## config.mk

```make
export PLATFORM = sky130hd
export DESIGN_NAME = instr_fetch_unit_flat
export DESIGN_NICKNAME = d
export VERILOG_FILES = /design/src/rtl/instr_fetch_unit_if.sv /design/src/rtl/instr_fetch_unit.sv /design/src/flat_wrapper.sv
export SDC_FILE = /design/constraint.sdc
export NUM_CORES = 1
export LEC_CHECK = 0
export BUFFER_PORTS_ARGS = -buffer_cell sky130_fd_sc_hd__buf_2
export CORE_MARGIN = 1.5
export CORE_UTILIZATION = 30
export DETAILED_ROUTE_END_ITERATION = 6
export GPL_TIMING_DRIVEN = 0
export PLACE_DENSITY_LB_ADDON = 0.15
export SLEW_MARGIN = 20
export SYNTH_ARGS = -nofsm -noshare
export SYNTH_HDL_FRONTEND = slang
export SYNTH_SLANG_ARGS = --single-unit
```

## constraint.sdc

```tcl
create_clock -name clk -period 4.3 [get_ports clk]
set_clock_uncertainty 0.2 [all_clocks]
set_input_delay 0.43 -clock clk [delete_from_list [all_inputs] [get_ports clk]]
set_output_delay 0.43 -clock clk [all_outputs]
set_load 0.02 [all_outputs]
```

## src/rtl/instr_fetch_unit_if.sv

```systemverilog
// Fetch-unit bus: instruction memory port, execute redirect and decode-side handshake.
// master = fetch unit, slave = surrounding core / testbench.
interface instr_fetch_unit_if;
  logic [31:0] imem_addr;
  logic [31:0] imem_rdata;
  logic        redirect_valid;
  logic [31:0] redirect_pc;
  logic        out_valid;
  logic        out_ready;
  logic [31:0] out_pc;
  logic [31:0] out_instr;
  logic [31:0] out_pc_plus4;
  logic        fault;
  logic [31:0] fault_pc;
  logic        halted;

  modport master (
    output imem_addr, out_valid, out_pc, out_instr, out_pc_plus4, fault, fault_pc, halted,
    input  imem_rdata, redirect_valid, redirect_pc, out_ready
  );

  modport slave (
    input  imem_addr, out_valid, out_pc, out_instr, out_pc_plus4, fault, fault_pc, halted,
    output imem_rdata, redirect_valid, redirect_pc, out_ready
  );
endinterface

```

## src/rtl/instr_fetch_unit.sv

```systemverilog
// Instruction fetch front end: PC, 2-entry {pc, instr} buffer, redirect and address-fault handling.
// Optional self-loop halt detection is enabled by defining IFU_HALT_DETECT_EN.
module instr_fetch_unit #(
  parameter logic [31:0] RESET_PC   = 32'h0000_0000,
  parameter int unsigned IMEM_WORDS = 64
) (
  input logic               clk,
  input logic               reset,
  instr_fetch_unit_if.master bus
);

  localparam logic StRun   = 1'b0;
  localparam logic StFault = 1'b1;
  localparam logic [31:0] ImemWords = 32'(IMEM_WORDS);

  logic [31:0] r_fetch_pc;
  logic [31:0] r_pc    [2];
  logic [31:0] r_instr [2];
  logic        r_head;
  logic [1:0]  r_count;
  logic        r_mode;
  logic [31:0] r_fault_pc;

  logic w_addr_ok;
  logic w_redir_ok;
  logic w_pop;
  logic w_push;
  logic w_tail;
  logic w_halt;

  always_comb begin
    w_addr_ok  = (r_fetch_pc[1:0] == 2'b00) && (32'(r_fetch_pc[31:2]) < ImemWords);
    w_redir_ok = (bus.redirect_pc[1:0] == 2'b00) && (32'(bus.redirect_pc[31:2]) < ImemWords);
    w_pop      = (r_count != 2'd0) && bus.out_ready;
    w_push     = (r_mode == StRun) && !bus.redirect_valid && !w_halt && w_addr_ok &&
                 ((r_count != 2'd2) || w_pop);
    // head + count modulo 2; at count 2 this is the slot being popped
    w_tail     = r_head ^ r_count[0];
  end

  always_ff @(posedge clk) begin
    if (reset) begin
      r_fetch_pc <= RESET_PC;
      r_pc[0]    <= 32'h0;
      r_pc[1]    <= 32'h0;
      r_instr[0] <= 32'h0;
      r_instr[1] <= 32'h0;
      r_head     <= 1'b0;
      r_count    <= 2'd0;
      r_mode     <= StRun;
      r_fault_pc <= 32'h0;
    end else if (bus.redirect_valid) begin
      r_count    <= 2'd0;
      r_head     <= 1'b0;
      r_fetch_pc <= bus.redirect_pc;
      // In RUN a bad target is caught next cycle by the normal address check
      if (r_mode == StFault) begin
        if (w_redir_ok) begin
          r_mode <= StRun;
        end else begin
          r_fault_pc <= bus.redirect_pc;
        end
      end
    end else begin
      if (w_push) begin
        r_pc[w_tail]    <= r_fetch_pc;
        r_instr[w_tail] <= bus.imem_rdata;
        r_fetch_pc      <= r_fetch_pc + 32'd4;
      end
      if (w_pop) begin
        r_head <= ~r_head;
      end
      r_count <= r_count + {1'b0, w_push} - {1'b0, w_pop};
      if ((r_mode == StRun) && !w_addr_ok) begin
        r_mode     <= StFault;
        r_fault_pc <= r_fetch_pc;
      end
    end
  end

`ifdef IFU_HALT_DETECT_EN
  localparam logic [31:0] JalSelf = 32'h0000_006F;
  logic r_halt_flag;
  logic r_halted;

  always_ff @(posedge clk) begin
    if (reset) begin
      r_halt_flag <= 1'b0;
      r_halted    <= 1'b0;
    end else if (bus.redirect_valid) begin
      r_halt_flag <= 1'b0;
      r_halted    <= 1'b0;
    end else begin
      if (w_push && (bus.imem_rdata == JalSelf)) begin
        r_halt_flag <= 1'b1;
      end
      if (w_pop && (r_instr[r_head] == JalSelf)) begin
        r_halted <= 1'b1;
      end
    end
  end

  assign w_halt     = r_halt_flag;
  assign bus.halted = r_halted;
`else
  assign w_halt     = 1'b0;
  assign bus.halted = 1'b0;
`endif

  assign bus.imem_addr    = r_fetch_pc;
  assign bus.out_valid    = (r_count != 2'd0);
  assign bus.out_pc       = r_pc[r_head];
  assign bus.out_instr    = r_instr[r_head];
  assign bus.out_pc_plus4 = r_pc[r_head] + 32'd4;
  assign bus.fault        = (r_mode == StFault);
  assign bus.fault_pc     = r_fault_pc;

endmodule
```

## src/flat_wrapper.sv

```systemverilog
// flat-port wrapper written by rule: the top's interface ports become plain ports
module instr_fetch_unit_flat 
#(
  parameter logic [31:0] RESET_PC   = 32'h0000_0000,
  parameter int unsigned IMEM_WORDS = 64
)
  (clk, reset, bus_imem_addr, bus_out_valid, bus_out_pc, bus_out_instr, bus_out_pc_plus4, bus_fault, bus_fault_pc, bus_halted, bus_imem_rdata, bus_redirect_valid, bus_redirect_pc, bus_out_ready);
  instr_fetch_unit_if bus_i ();
  input logic clk;
  input logic reset;
  output wire logic [$bits(bus_i.imem_addr)-1:0] bus_imem_addr;
  output wire logic [$bits(bus_i.out_valid)-1:0] bus_out_valid;
  output wire logic [$bits(bus_i.out_pc)-1:0] bus_out_pc;
  output wire logic [$bits(bus_i.out_instr)-1:0] bus_out_instr;
  output wire logic [$bits(bus_i.out_pc_plus4)-1:0] bus_out_pc_plus4;
  output wire logic [$bits(bus_i.fault)-1:0] bus_fault;
  output wire logic [$bits(bus_i.fault_pc)-1:0] bus_fault_pc;
  output wire logic [$bits(bus_i.halted)-1:0] bus_halted;
  input wire logic [$bits(bus_i.imem_rdata)-1:0] bus_imem_rdata;
  input wire logic [$bits(bus_i.redirect_valid)-1:0] bus_redirect_valid;
  input wire logic [$bits(bus_i.redirect_pc)-1:0] bus_redirect_pc;
  input wire logic [$bits(bus_i.out_ready)-1:0] bus_out_ready;
  assign bus_imem_addr = bus_i.imem_addr;
  assign bus_out_valid = bus_i.out_valid;
  assign bus_out_pc = bus_i.out_pc;
  assign bus_out_instr = bus_i.out_instr;
  assign bus_out_pc_plus4 = bus_i.out_pc_plus4;
  assign bus_fault = bus_i.fault;
  assign bus_fault_pc = bus_i.fault_pc;
  assign bus_halted = bus_i.halted;
  assign bus_i.imem_rdata = bus_imem_rdata;
  assign bus_i.redirect_valid = bus_redirect_valid;
  assign bus_i.redirect_pc = bus_redirect_pc;
  assign bus_i.out_ready = bus_out_ready;
  instr_fetch_unit #(.RESET_PC(RESET_PC), .IMEM_WORDS(IMEM_WORDS)) u_core (.clk(clk), .reset(reset), .bus(bus_i));
endmodule
```

# After elaboration in Yosys (flattened, before gate mapping)
# Memories as Yosys holds them, arrays and structs flattened. A register that Yosys moved wholly into a read port is not among the register bits.
# Index checks and enable logic that the tools add are counted.
totals:
  reg_bits: 68
  mem_bits_rw: 128
  in_bits: 68
  output_inout_bits: 163
  elab_cells: 64
  n_memories: 2
classes:
  add_sub_neg: 4
  order_cmp: 2
  n_eq_ne: 3
  n_mux: 26
  bitwise_logic: 3
  reduce_logical: 19
memory_table:
  columns: ["memory", "depth", "word_bits", "read_ports", "rd_clocked_by_memory_dff", "wr", "line", "source"]
  rows:
  - ["u_core.r_instr", 2, 32, 1, 1, 2, "instr_fetch_unit.sv:18", "logic [31:0] r_instr [2];"]
  - ["u_core.r_pc", 2, 32, 1, 1, 2, "instr_fetch_unit.sv:17", "logic [31:0] r_pc [2];"]
op_table:
  columns: ["op", "count"]
  rows:
  - ["$mux W32", 8]
  - ["$add A32 B3 Y32 const B", 2]
  - ["$reduce_or A32 Y1", 2]
  - ["$lt A30 B7 Y1 const B", 2]
  - ["$mux W1", 18]
  - ["$logic_and A1 B1 Y1", 7]
  - ["$reduce_bool A2 Y1", 3]
  - ["$logic_not A2 Y1", 2]
  - ["$ne A2 B2 Y1 const B", 2]
  - ["$reduce_and A3 Y1", 1]
  - ["$add A2 B1 Y2", 1]
  - ["$logic_not A1 Y1", 2]
  - ["$ne A2 B1 Y1 const B", 1]
  - ["$not A1 Y1", 2]
  - ["$reduce_or A2 Y1", 1]
  - ["$sub A2 B1 Y2", 1]
  - ["$logic_or A1 B1 Y1", 1]
  - ["$xor A1 B1 Y1", 1]

# Logic depth before layout (Yosys ltp)
# Gate-level depths: netlist (run 1).
logic_depth:
  word_depth: 10
  ltp_mapped: 12
  mapped_depth_nobuf: 8

# Worst setup path after synthesis (run 1)
# OpenSTA, ideal clock, no wires.
synth_timing:
  path_type: "register -> output"
  startpoint: "register with a tool-made name"
  endpoint: "output port bus_out_pc_plus4[28]"
  arrival_time_ps: 3218
  required_time_ps: 3670
  setup_slack_ps: 452
  path_stages_with_launch: 13
  n_path_buf: 4
  path_cell_list: "dfxtp_1 -> buf_2 -> buf_4 -> buf_2 -> buf_2 -> mux2i_1 -> inv_1 -> ha_1 -> nand4b_1 -> a22oi_2 -> nand4_4 -> a2111oi_2 -> xor2_1"
synth_lines:
  columns: ["item", "line", "source"]
  rows:
  - ["end: declaration", "flat_wrapper.sv:15", "output wire logic [$bits(bus_i.out_pc_plus4)-1:0] bus_out_pc_plus4;"]

==> results of run 1 <==
[final cells by class]
class	count	share of cell area, %
sequential	197	45.78
multi-input combinational	509	30.83
timing repair buffer	231	10.48
tap	384	4.210
clock buffer	17	3.727
buffer	42	2.861
clock inverter	15	1.557
inverter	15	0.4933
antenna	3	0.06578
[cells by family (layout without fill, tap and decap cells)]
kind of cell    Yosys count  count (layout)  synth area share (%)
mux                      96              96                 11.56
buf+inv                  58             320                 4.178
fa+ha+maj                 4               4                0.5628
flops                   197             197                 58.75
other cells               1              56               0.04217
compound gates           84              84                 6.303
xor+xnor                 36              36                 3.545
simple gates            236             236                 15.05
[worst paths after layout]
check,startpoint,endpoint,slack [ns],cells past startpoint
setup / recovery,flop,bus_out_pc_plus4[28],0.28,12
setup reg to reg,u_core.bus.imem_addr[11],u_core.r_instr[0][1],0.99,7
hold reg to reg,u_core.bus.fault_pc[26],u_core.bus.fault_pc[26],0.25,2
hold / removal,bus_redirect_pc[25],u_core.bus.imem_addr[25],0.08,3
[placed cells by master, fill, tap and decap left out, types with 4 or more instances in the layout]
cell type,Yosys,final
nor4_2,4,5
clkbuf_2,4,4
and2_1,79,79
edfxtp_1,128,128
xnor2_1,25,25
dfxtp_1,69,69
nand2_1,36,36
nand3_1,13,13
xor2_1,11,11
mux2i_1,42,42
nor2_1,43,43
conb_1,1,53
clkinv_8,0,5
nor4_1,13,12
nand4_1,10,10
o21ai_0,26,26
inv_8,0,5
nand4b_1,6,6
nor3_1,13,13
buf_4,7,8
a211oi_1,9,9
inv_1,14,14
buf_6,9,10
o21ai_1,24,24
clkbuf_1,11,11
buf_2,8,233
clkbuf_16,0,17
mux2_2,54,54
a211oi_2,7,7
[repair_timing]
item,CTS,global route
endpoints found under the setup margin,12,3
buffers inserted,1,0
pin swaps,1,1
resized for setup,4,4
[tightest hold or removal path: cells and delay by family]
kind / cells / cell delay, ns
multiplexers: 1 / 0.06
AND/OR/NAND/NOR: 1 / 0.10
buffers and inverters: 1 / 0.09
[synthesized netlist by cell type (all sizes together), types with 2 or more instances]
| master | n |
|---|---|
| edfxtp | 128 |
| and2 | 79 |
| dfxtp | 69 |
| mux2 | 54 |
| o21ai | 50 |
| nor2 | 43 |
| mux2i | 42 |
| nand2 | 36 |
| buf | 25 |
| xnor2 | 25 |
| clkbuf | 17 |
| nor4 | 17 |
| a211oi | 16 |
| inv | 15 |
| nand3 | 14 |
| nor3 | 14 |
| nand4 | 12 |
| xor2 | 11 |
| nand4b | 6 |
| a21oi | 4 |
| ha | 4 |
| or2 | 4 |
| a31oi | 3 |
| and3 | 3 |
| a21o | 2 |
| a22oi | 2 |
| nand2b | 2 |
| nor4b | 2 |
[registers in the layout, summed over array words and instances, names as in the netlist, named ones only]
name / cells
u_core.r_instr: 64
u_core.r_count: 2
u_core.bus.fault: 1
u_core.r_pc: 64
u_core.bus.imem_addr: 32
u_core.bus.fault_pc: 32
u_core.r_head: 1
[metal layers]
metal	global-route usage, %	vias up
met5	0	-
met2	26.12	175
met1	19.19	2976
li1	-	3123
met3	4.373	15
met4	4.487	0
[per-stage QoR]
step                worst slack [ns]  hold slack [ns]  utilization [%]
floorplan                     0.4521           0.3251                -
global placement             -0.2443           0.2341            37.01
detailed placement           -0.2567           0.2388            37.20
CTS                          0.04604          0.05834            39.33
global route               0.0009894          0.06495            39.43
finish                        0.2826          0.07866            39.44
[report_power, final]
part | switching [mW] | internal (mW)
Sequential | 0.0507 | 2.11
Combinational | 0.322 | 0.181
Clock | 0.824 | 0.791
==> results.yml, run 1 <==
outcome:
  status: "finished, final reports clean"
global_routing:
  antenna_found_initial: 4
  grt_pass1_wl_mm: 36.00
  grt_pass1_vias: 6280
  gr-total-overflow: 0
  grt_max_degree: 47
  track_usage_pct: 15.47
yosys:
  netlist_instances: 712
  synth_seq_cells: 197
  synth_ff_type: "edfxtp_1"
  synth_area_leader_cell: "edfxtp_1"
  async_reset_ff_share_pct: 0
  synth_top_area_share_pct: 43.22
  avgSynthCellArea_um2: 12.49
  yosysWarnings: 0
  synth_area_leaders: "edfxtp_1 43%, dfxtp_1 16%, mux2_2 6.8%"
  synth-seq-area-share_pct: 58.75
  synth-edff-count: 128
  ys_types: 56
  syn-cell-area_um2: 8894
min_path:
  min_path_type: "in -> reg"
timing:
  setup_tns_ns: 0
  worst_pin_slew_ns: 0.8564
  slew_headroom_pct: 42.91
  finalHoldViolations: 0
  fin_crit_ns: 4.017
  setup_viol: 0
  timing.final.max_slew_violations: 0
  rsz0062_at_grt: "no"
  max_freq_mhz: 248.9
  timing.final.crit_share_pct: 93.43
cts:
  htree_num_levels: 4
  cts_tree: "built"
  clockBufferDepth: 2
  ctsHoldBuffers: 0
  cts.sinks: 197
  path_clk_slew_ns: 0.09
  clkLatencyLatePin_ns: 0.44
  cts-root-buf: "clkbuf_16"
  cts_buffers: 17
placement:
  dp_hpwl_mm: 17.46
  dp.cells: 1378
  place_congestion: 0.7614
  dpl_cell_area_um2: 10760
  io_buffers: 228
setup_path:
  cp.arrival_ns: 3.39
  cp_cell_sequence: "buf_6, buf_8, buf_4, mux2i_1, inv_1, ha_2, nand4b_1, a22oi_2, nand4_4, a2111oi_4, xor2_1, buf_2"
  cp-start-kind: "flop"
  crit_buf_inv: 5
  crit_type: "reg -> out"
  cp_slowest_cell: "dfxtp_1"
  cp-end-kind: "output port"
  required_ns: 3.67
  path_delay_family: "buffers and inverters"
  max_stage_delay_ns: 0.44
  cp_max_fo: 19
power:
  powerDensity_nw_per_um2: 374.7
  power.leakage_nw: 4.793
  peakVddDrop_mv: 0.1927
  p_total_mw: 4.277
flow_run:
  max_cap_violations: 0
detailed_routing:
  met3_length_mm: 1.579
  wl_per_cell_um: 16.69
  postRouteWirelength_mm: 23.58
  wl_met1_mm: 10.23
  wl_met2_mm: 11.52
  routed.top_layer: "met4"
  drc_errors: 0
  via_per_inst: 4.451
  drtPass1Iterations: 4
  ant_nets: 0
  via_count: 6289
  drtIter0Drc: 340
die:
  io-pin-count: 231
  start_util_pct: 30.74
  die_area_um2: 30690
  rows: 62
  die_w_um: 175.2
  die_h_um: 175.2
  coreArea_um2: 28940
layout:
  fill_cells: 2870
  areaGrowthSynthToFinish_pct: 28.33
  regArea_um2: 5225
  fin_cells: 1413
  multi_input_area_um2: 3518
  stdcell_area_um2: 11410
  final_net_count: 1085
  drive_gt1_share_pct: 36.26
No activity file was read; power rests on OpenSTA's default activity.
==> run 2: changes to the inputs <==
--- a/config.mk
+++ b/config.mk
@@ -8,6 +8,7 @@
 export BUFFER_PORTS_ARGS = -buffer_cell sky130_fd_sc_hd__buf_2
 export CORE_MARGIN = 1.5
 export CORE_UTILIZATION = 30
+export CTS_BUF_LIST = sky130_fd_sc_hd__clkbuf_2 sky130_fd_sc_hd__clkbuf_4 sky130_fd_sc_hd__clkbuf_8
 export DETAILED_ROUTE_END_ITERATION = 6
 export GPL_TIMING_DRIVEN = 0
 export PLACE_DENSITY_LB_ADDON = 0.15
==> run 2 against run 1 <==
Compared with the run above:
- register-to-register slack got worse by 0.03 ns
- flip-flop and latch count did not move
- die area did not move
- largest cell class unchanged
==> results.yml, run 2 (same netlist as run 1, synthesis figures left out) <==
cts:
  cts-root-buf: "clkbuf_8"
  cts.sinks: 197
  htree_num_levels: 4
  cts_buffers: 17
  path_clk_slew_ns: 0.13
  cts_tree: "built"
  clockBufferDepth: 2
  clkLatencyLatePin_ns: 0.48
detailed_routing:
  drc_errors: 0
  postRouteWirelength_mm: 23.53
  wl_per_cell_um: 16.65
  drtPass1Iterations: 5
  via_count: 6310
  drtIter0Drc: 295
  via_per_inst: 4.466
  ant_nets: 0
power:
  swShare_pct: 29.41
  p_int_mw: 2.738
  p_sw_mw: 1.140
  p_total_mw: 3.878
  powerDensity_nw_per_um2: 345.5
  clkPwrFrac_pct: 31.4
  p_seq_share_pct: 55.7
  peakVddDrop_mv: 0.1385
  comb_power_share_pct: 13.0
  power.leakage_nw: 4.706
die:
  die_w_um: 175.2
  start_util_pct: 30.74
  rows: 62
  die_area_um2: 30690
  die_h_um: 175.2
  coreArea_um2: 28940
  io-pin-count: 231
setup_path:
  cp-start-kind: "flop"
  r2r-end: "u_core.r_pc[0][17]"
  required_ns: 3.67
  cp_num_cells: 12
  r2r_cells: 7
  cp_cell_sequence: "buf_6, buf_8, buf_4, mux2i_1, inv_1, ha_2, nand4_1, a22oi_2, nand4_4, a2111oi_4, xor2_1, buf_2"
  crit_end: "bus_out_pc_plus4[28]"
  crit_buf_inv: 5
  cp_max_fo: 19
  crit_type: "reg -> out"
  cp.arrival_ns: 3.36
  cp-end-kind: "output port"
  worst-r2r-setup-slack_ns: 0.96
  max_stage_delay_ns: 0.39
  rr_startpoint: "u_core.bus.imem_addr[11]"
  cp_slowest_cell: "dfxtp_2"
  path_delay_family: "buffers and inverters"
outcome:
  status: "finished, final reports clean"
flow_run:
  max_cap_violations: 0
layout:
  fin_util_pct: 38.79
  areaGrowthSynthToFinish_pct: 26.20
  mostFrequentLayoutCell: "buf_2"
  drive_gt1_share_pct: 36.35
  final_net_count: 1085
  top_regs: "u_core.r_instr: 64 flops, u_core.r_pc: 64 flops"
  stdcell_area_um2: 11220
  fin_cells: 1413
  mostFrequentLayoutCells: "233 x buf_2, 128 x edfxtp_1, 79 x and2_1"
timing:
  setup_tns_ns: 0
  finalHoldViolations: 0
  setup_viol: 0
  timing.final.crit_share_pct: 92.75
  worst_pin_slew_ns: 0.8472
  max_freq_mhz: 250.7
  timing.final.max_slew_violations: 0
  rsz0062_at_grt: "no"
  setup_ws_ns: 0.3117
  slew_headroom_pct: 43.52
  fin_crit_ns: 3.988
  holdWs_ns: 0.03819
global_routing:
  grt_pass1_vias: 6267
  antenna_found_initial: 4
  grt_max_degree: 47
  grt_use_met1_pct: 19.30
  grt_pass1_wl_mm: 35.96
  busiest_layer: "met2"
  track_usage_pct: 15.43
  grt_util_met3_pct: 4.830
  met2_usage_pct: 25.96
  gr-total-overflow: 0
min_path:
  min_path_type: "in -> reg"
  whs_path_depth: 3
placement:
  place_congestion: 0.7614
  dp_slack_ns: -0.2567
  io_buffers: 228
  dpl_cell_area_um2: 10760
  dp_hpwl_mm: 17.46
  dp.cells: 1378
-- run 2: cell types whose count changed in the layout (fill, tap and decap cells not counted) --
cell / before / now
clkbuf_16: 17 / 0
dfxtp_2: 0 / 1
clkbuf_8: 2 / 19
dfxtp_1: 69 / 68
-- run 2: cell type report --
cell class / count / area, µm²
Fill cell: 2899 / 17710
Sequential cell: 197 / 5226
Multi-Input combinational cell: 509 / 3518
Timing Repair Buffer: 231 / 1196
Tap cell: 384 / 480.5
Buffer: 42 / 326.6
Clock buffer: 17 / 234.0
Clock inverter: 15 / 177.7
Inverter: 15 / 56.30
Antenna cell: 3 / 7.507
-- run 2: power by group through the flow --
stage                     Combinational [mW]  Clock, mW  Sequential, mW
after global placement                 0.502          0            2.20
after floorplan                        0.264          0            2.24
after CTS                              0.512       1.26            2.16
after global routing                   0.547       1.35            2.17
after detailed placement               0.509          0            2.20
final                                  0.504       1.22            2.16
-- run 2: worst min-delay path by stage --
| stage | start | slack [ns] | endpoint |
|---|---|---|---|
| 6_report | bus_redirect_pc[25] | 0.04 | u_core.bus.imem_addr[25] |
| 5_1_grt | bus_imem_rdata[8] | 0.005 | u_core.r_instr[1][8] |
| 4_1_cts | bus_redirect_pc[25] | 0.002 | u_core.bus.imem_addr[25] |
| 3_5_place_dp | u_core.bus.fault_pc[26] | 0.24 | u_core.bus.fault_pc[26] |
| 3_3_place_gp | u_core.bus.fault_pc[9] | 0.23 | u_core.bus.fault_pc[9] |
| 2_1_floorplan | u_core.bus.fault_pc[0] | 0.33 | u_core.bus.fault_pc[0] |
-- run 2: per-layer routing --
| layer | wire (µm) | vias up | part of all wire, % |
|---|---|---|---|
| met5 | 0 | - | 0 |
| met4 | 178 | 0 | 0.76 |
| met3 | 1658 | 9 | 7.0 |
| met2 | 11500 | 174 | 49 |
| met1 | 10190 | 3012 | 43 |
| li1 | - | 3115 | - |
-- run 2: worst register-to-register path: cells and delay by family, from the launching register on --
family	cells	cell delay [ns]
buffers and inverters	2	0.50
DFF	1	0.35
and+or+nand+nor	5	1.98
-- run 2: timing repair --
action,in CTS,in global routing
pin swaps,1,0
resized for setup,5,4
hold buffers,0,0
buffers inserted,1,0
cloned,0,0
setup endpoints to repair,12,3
==> run 3: changes to the inputs <==
--- a/config.mk
+++ b/config.mk
@@ -7,7 +7,7 @@
 export LEC_CHECK = 0
 export BUFFER_PORTS_ARGS = -buffer_cell sky130_fd_sc_hd__buf_2
 export CORE_MARGIN = 1.5
-export CORE_UTILIZATION = 30
+export CORE_UTILIZATION = 50
 export CTS_BUF_LIST = sky130_fd_sc_hd__clkbuf_2 sky130_fd_sc_hd__clkbuf_4 sky130_fd_sc_hd__clkbuf_8
 export DETAILED_ROUTE_END_ITERATION = 6
 export GPL_TIMING_DRIVEN = 0
==> run 3 against run 2 <==
Compared with the run above:
- flip-flop and latch count is the same
- worst setup slack lost 0.058 ns
- clock power grew 15%
- die area fell by 39%
- non-clock buffer count did not move
- largest power group unchanged
- cell count fell by 11%
- sequential share of layout area rose by 0.63 points
- critical path depth unchanged
==> results.yml, run 3 (same netlist as run 1, synthesis figures left out) <==
min_path:
  min_path_type: "in -> reg"
  whs_path_depth: 2
setup_path:
  r2r_cells: 7
  cp_max_fo: 19
  cp_slowest_cell: "dfxtp_1"
  cp.arrival_ns: 3.42
  crit_type: "reg -> out"
  cp_cell_sequence: "buf_4, buf_8, buf_4, mux2i_1, inv_1, ha_1, nand4_1, a22oi_2, nand4_4, a2111oi_4, xor2_1, buf_2"
  cp-start-kind: "flop"
  max_stage_delay_ns: 0.43
  crit_top_cell: "buf_4"
  cp-end-kind: "output port"
  required_ns: 3.67
layout:
  mostFrequentLayoutCell: "buf_2"
  mostFrequentLayoutCells: "233 x buf_2, 128 x edfxtp_1, 79 x and2_1"
  fill_cells: 1416
  drive_gt1_share_pct: 35.90
  final_net_count: 1085
  fin_util_pct: 63.78
  top_regs: "u_core.r_instr: 64 flops, u_core.r_pc: 64 flops"
  areaGrowthSynthToFinish_pct: 24.48
global_routing:
  grt_max_degree: 43
  antenna_found_initial: 1
  grt_pass1_vias: 6028
  grt_pass1_wl_mm: 31.06
  gr-total-overflow: 0
  track_usage_pct: 22.10
power:
  clkPwrFrac_pct: 34.6
  p_seq_share_pct: 53.3
  peakVddDrop_mv: 0.2243
  power.leakage_nw: 4.736
  swShare_pct: 24.70
  p_int_mw: 3.051
  comb_power_share_pct: 12.1
  powerDensity_nw_per_um2: 366.0
  p_sw_mw: 1.001
cts:
  clockBufferDepth: 2
  cts_tree: "built"
  cts-root-buf: "clkbuf_8"
  htree_num_levels: 4
  cts.sinks: 197
  cts_buffers: 17
  ctsHoldBuffers: 0
  clkLatencyLatePin_ns: 0.47
  path_clk_slew_ns: 0.10
detailed_routing:
  drc_errors: 0
  drtIter0Drc: 294
  drtPass1Iterations: 4
  ant_nets: 0
  wl_per_cell_um: 16.06
  via_per_inst: 5.012
  via_count: 6270
  postRouteWirelength_mm: 20.09
timing:
  finalHoldViolations: 0
  timing.final.max_slew_violations: 0
  setup_tns_ns: 0
  slew_headroom_pct: 54.38
  fin_crit_ns: 4.047
  worst_pin_slew_ns: 0.6843
  timing.final.crit_share_pct: 94.11
  max_freq_mhz: 247.1
  setup_viol: 0
  holdWs_ns: 0.04098
die:
  coreArea_um2: 17360
  die_area_um2: 18600
  io-pin-count: 231
  die_h_um: 136.4
  die_w_um: 136.4
  start_util_pct: 51.24
  rows: 48
placement:
  io_buffers: 228
  place_congestion: 0.8462
  dp_hpwl_mm: 14.66
flow_run:
  max_cap_violations: 0
outcome:
  status: "finished, final reports clean"
==> run 3: changes by cell type in the layout (fill, tap and decap cells not counted), moves of 2 or more <==
cell / previous run / this run
bufinv_16: 0 / 6
clkinv_8: 5 / 0
inv_8: 5 / 0
clkbuf_4: 0 / 2
clkinv_1: 0 / 2
diode_2: 3 / 1
==> run 3: final cells by class <==
type,count,area (µm²),share of cell area [%]
sequential,197,5225,47.20
multi-input combinational,509,3516,31.76
timing repair buffer,231,1196,10.80
buffer,42,322.8,2.916
tap,225,281.5,2.543
clock buffer,19,249.0,2.249
clock inverter,12,221.5,2.000
inverter,15,56.30,0.5086
antenna,1,2.502,0.02260
==> run 3: worst max-delay path: cells and delay by family (launching register included) <==
family | cells | cell delay (ns)
multiplexers | 1 | 0.12
AO/OA/AOI/OAI | 2 | 0.64
XOR/XNOR | 1 | 0.17
adder cells (fa/ha/maj) | 1 | 0.26
buffers and inverters | 5 | 0.94
flip-flops | 1 | 0.43
AND/OR/NAND/NOR | 2 | 0.38
==> run 3: power by group through the flow <==
| stage | registers [mW] | logic, mW | clock network, mW |
|---|---|---|---|
| floorplan | 2.24 | 0.264 | 0 |
| finish | 2.16 | 0.491 | 1.40 |
| global placement | 2.20 | 0.483 | 0 |
| detailed placement | 2.20 | 0.492 | 0 |
| CTS | 2.16 | 0.493 | 1.43 |
| global route | 2.17 | 0.533 | 1.48 |
==> run 3: layer usage <==
layer	vias to the layer above	wire length [µm]	track usage, %
li1	3117	-	-
met3	29	1379	5.593
met2	213	9765	37.09
met1	2911	8568	27.67
met4	0	373	7.861
met5	-	0	0
==> run 3: through the flow <==
stage	setup slack, ns	instances	area, µm²	power, mW
after floorplan	0.4521	764	9089	2.506
after global placement	0.03515	1217	10510	2.686
after detailed placement	-0.02947	1219	10560	2.694
after CTS	0.03526	1250	11040	4.080
after global routing	-0.007184	1250	11070	4.186
final	0.2533	1251	11070	4.051
==> run 3: path summary, 6_finish.rpt <==
path                      startpoint  slack (ns)                      end
min               bus_imem_rdata[18]        0.04    u_core.r_instr[1][18]
max reg2reg  u_core.bus.imem_addr[0]        1.16    u_core.r_instr[1][30]
min reg2reg  u_core.bus.fault_pc[31]        0.25  u_core.bus.fault_pc[31]
max                             flop        0.25     bus_out_pc_plus4[28]
==> run 3: timing repair <==
| item | CTS | global route |
|---|---|---|
| pin swaps | 1 | 0 |
| setup endpoints to repair | 11 | 2 |
| gates resized for setup | 2 | 4 |
| buffers inserted | 1 | 0 |
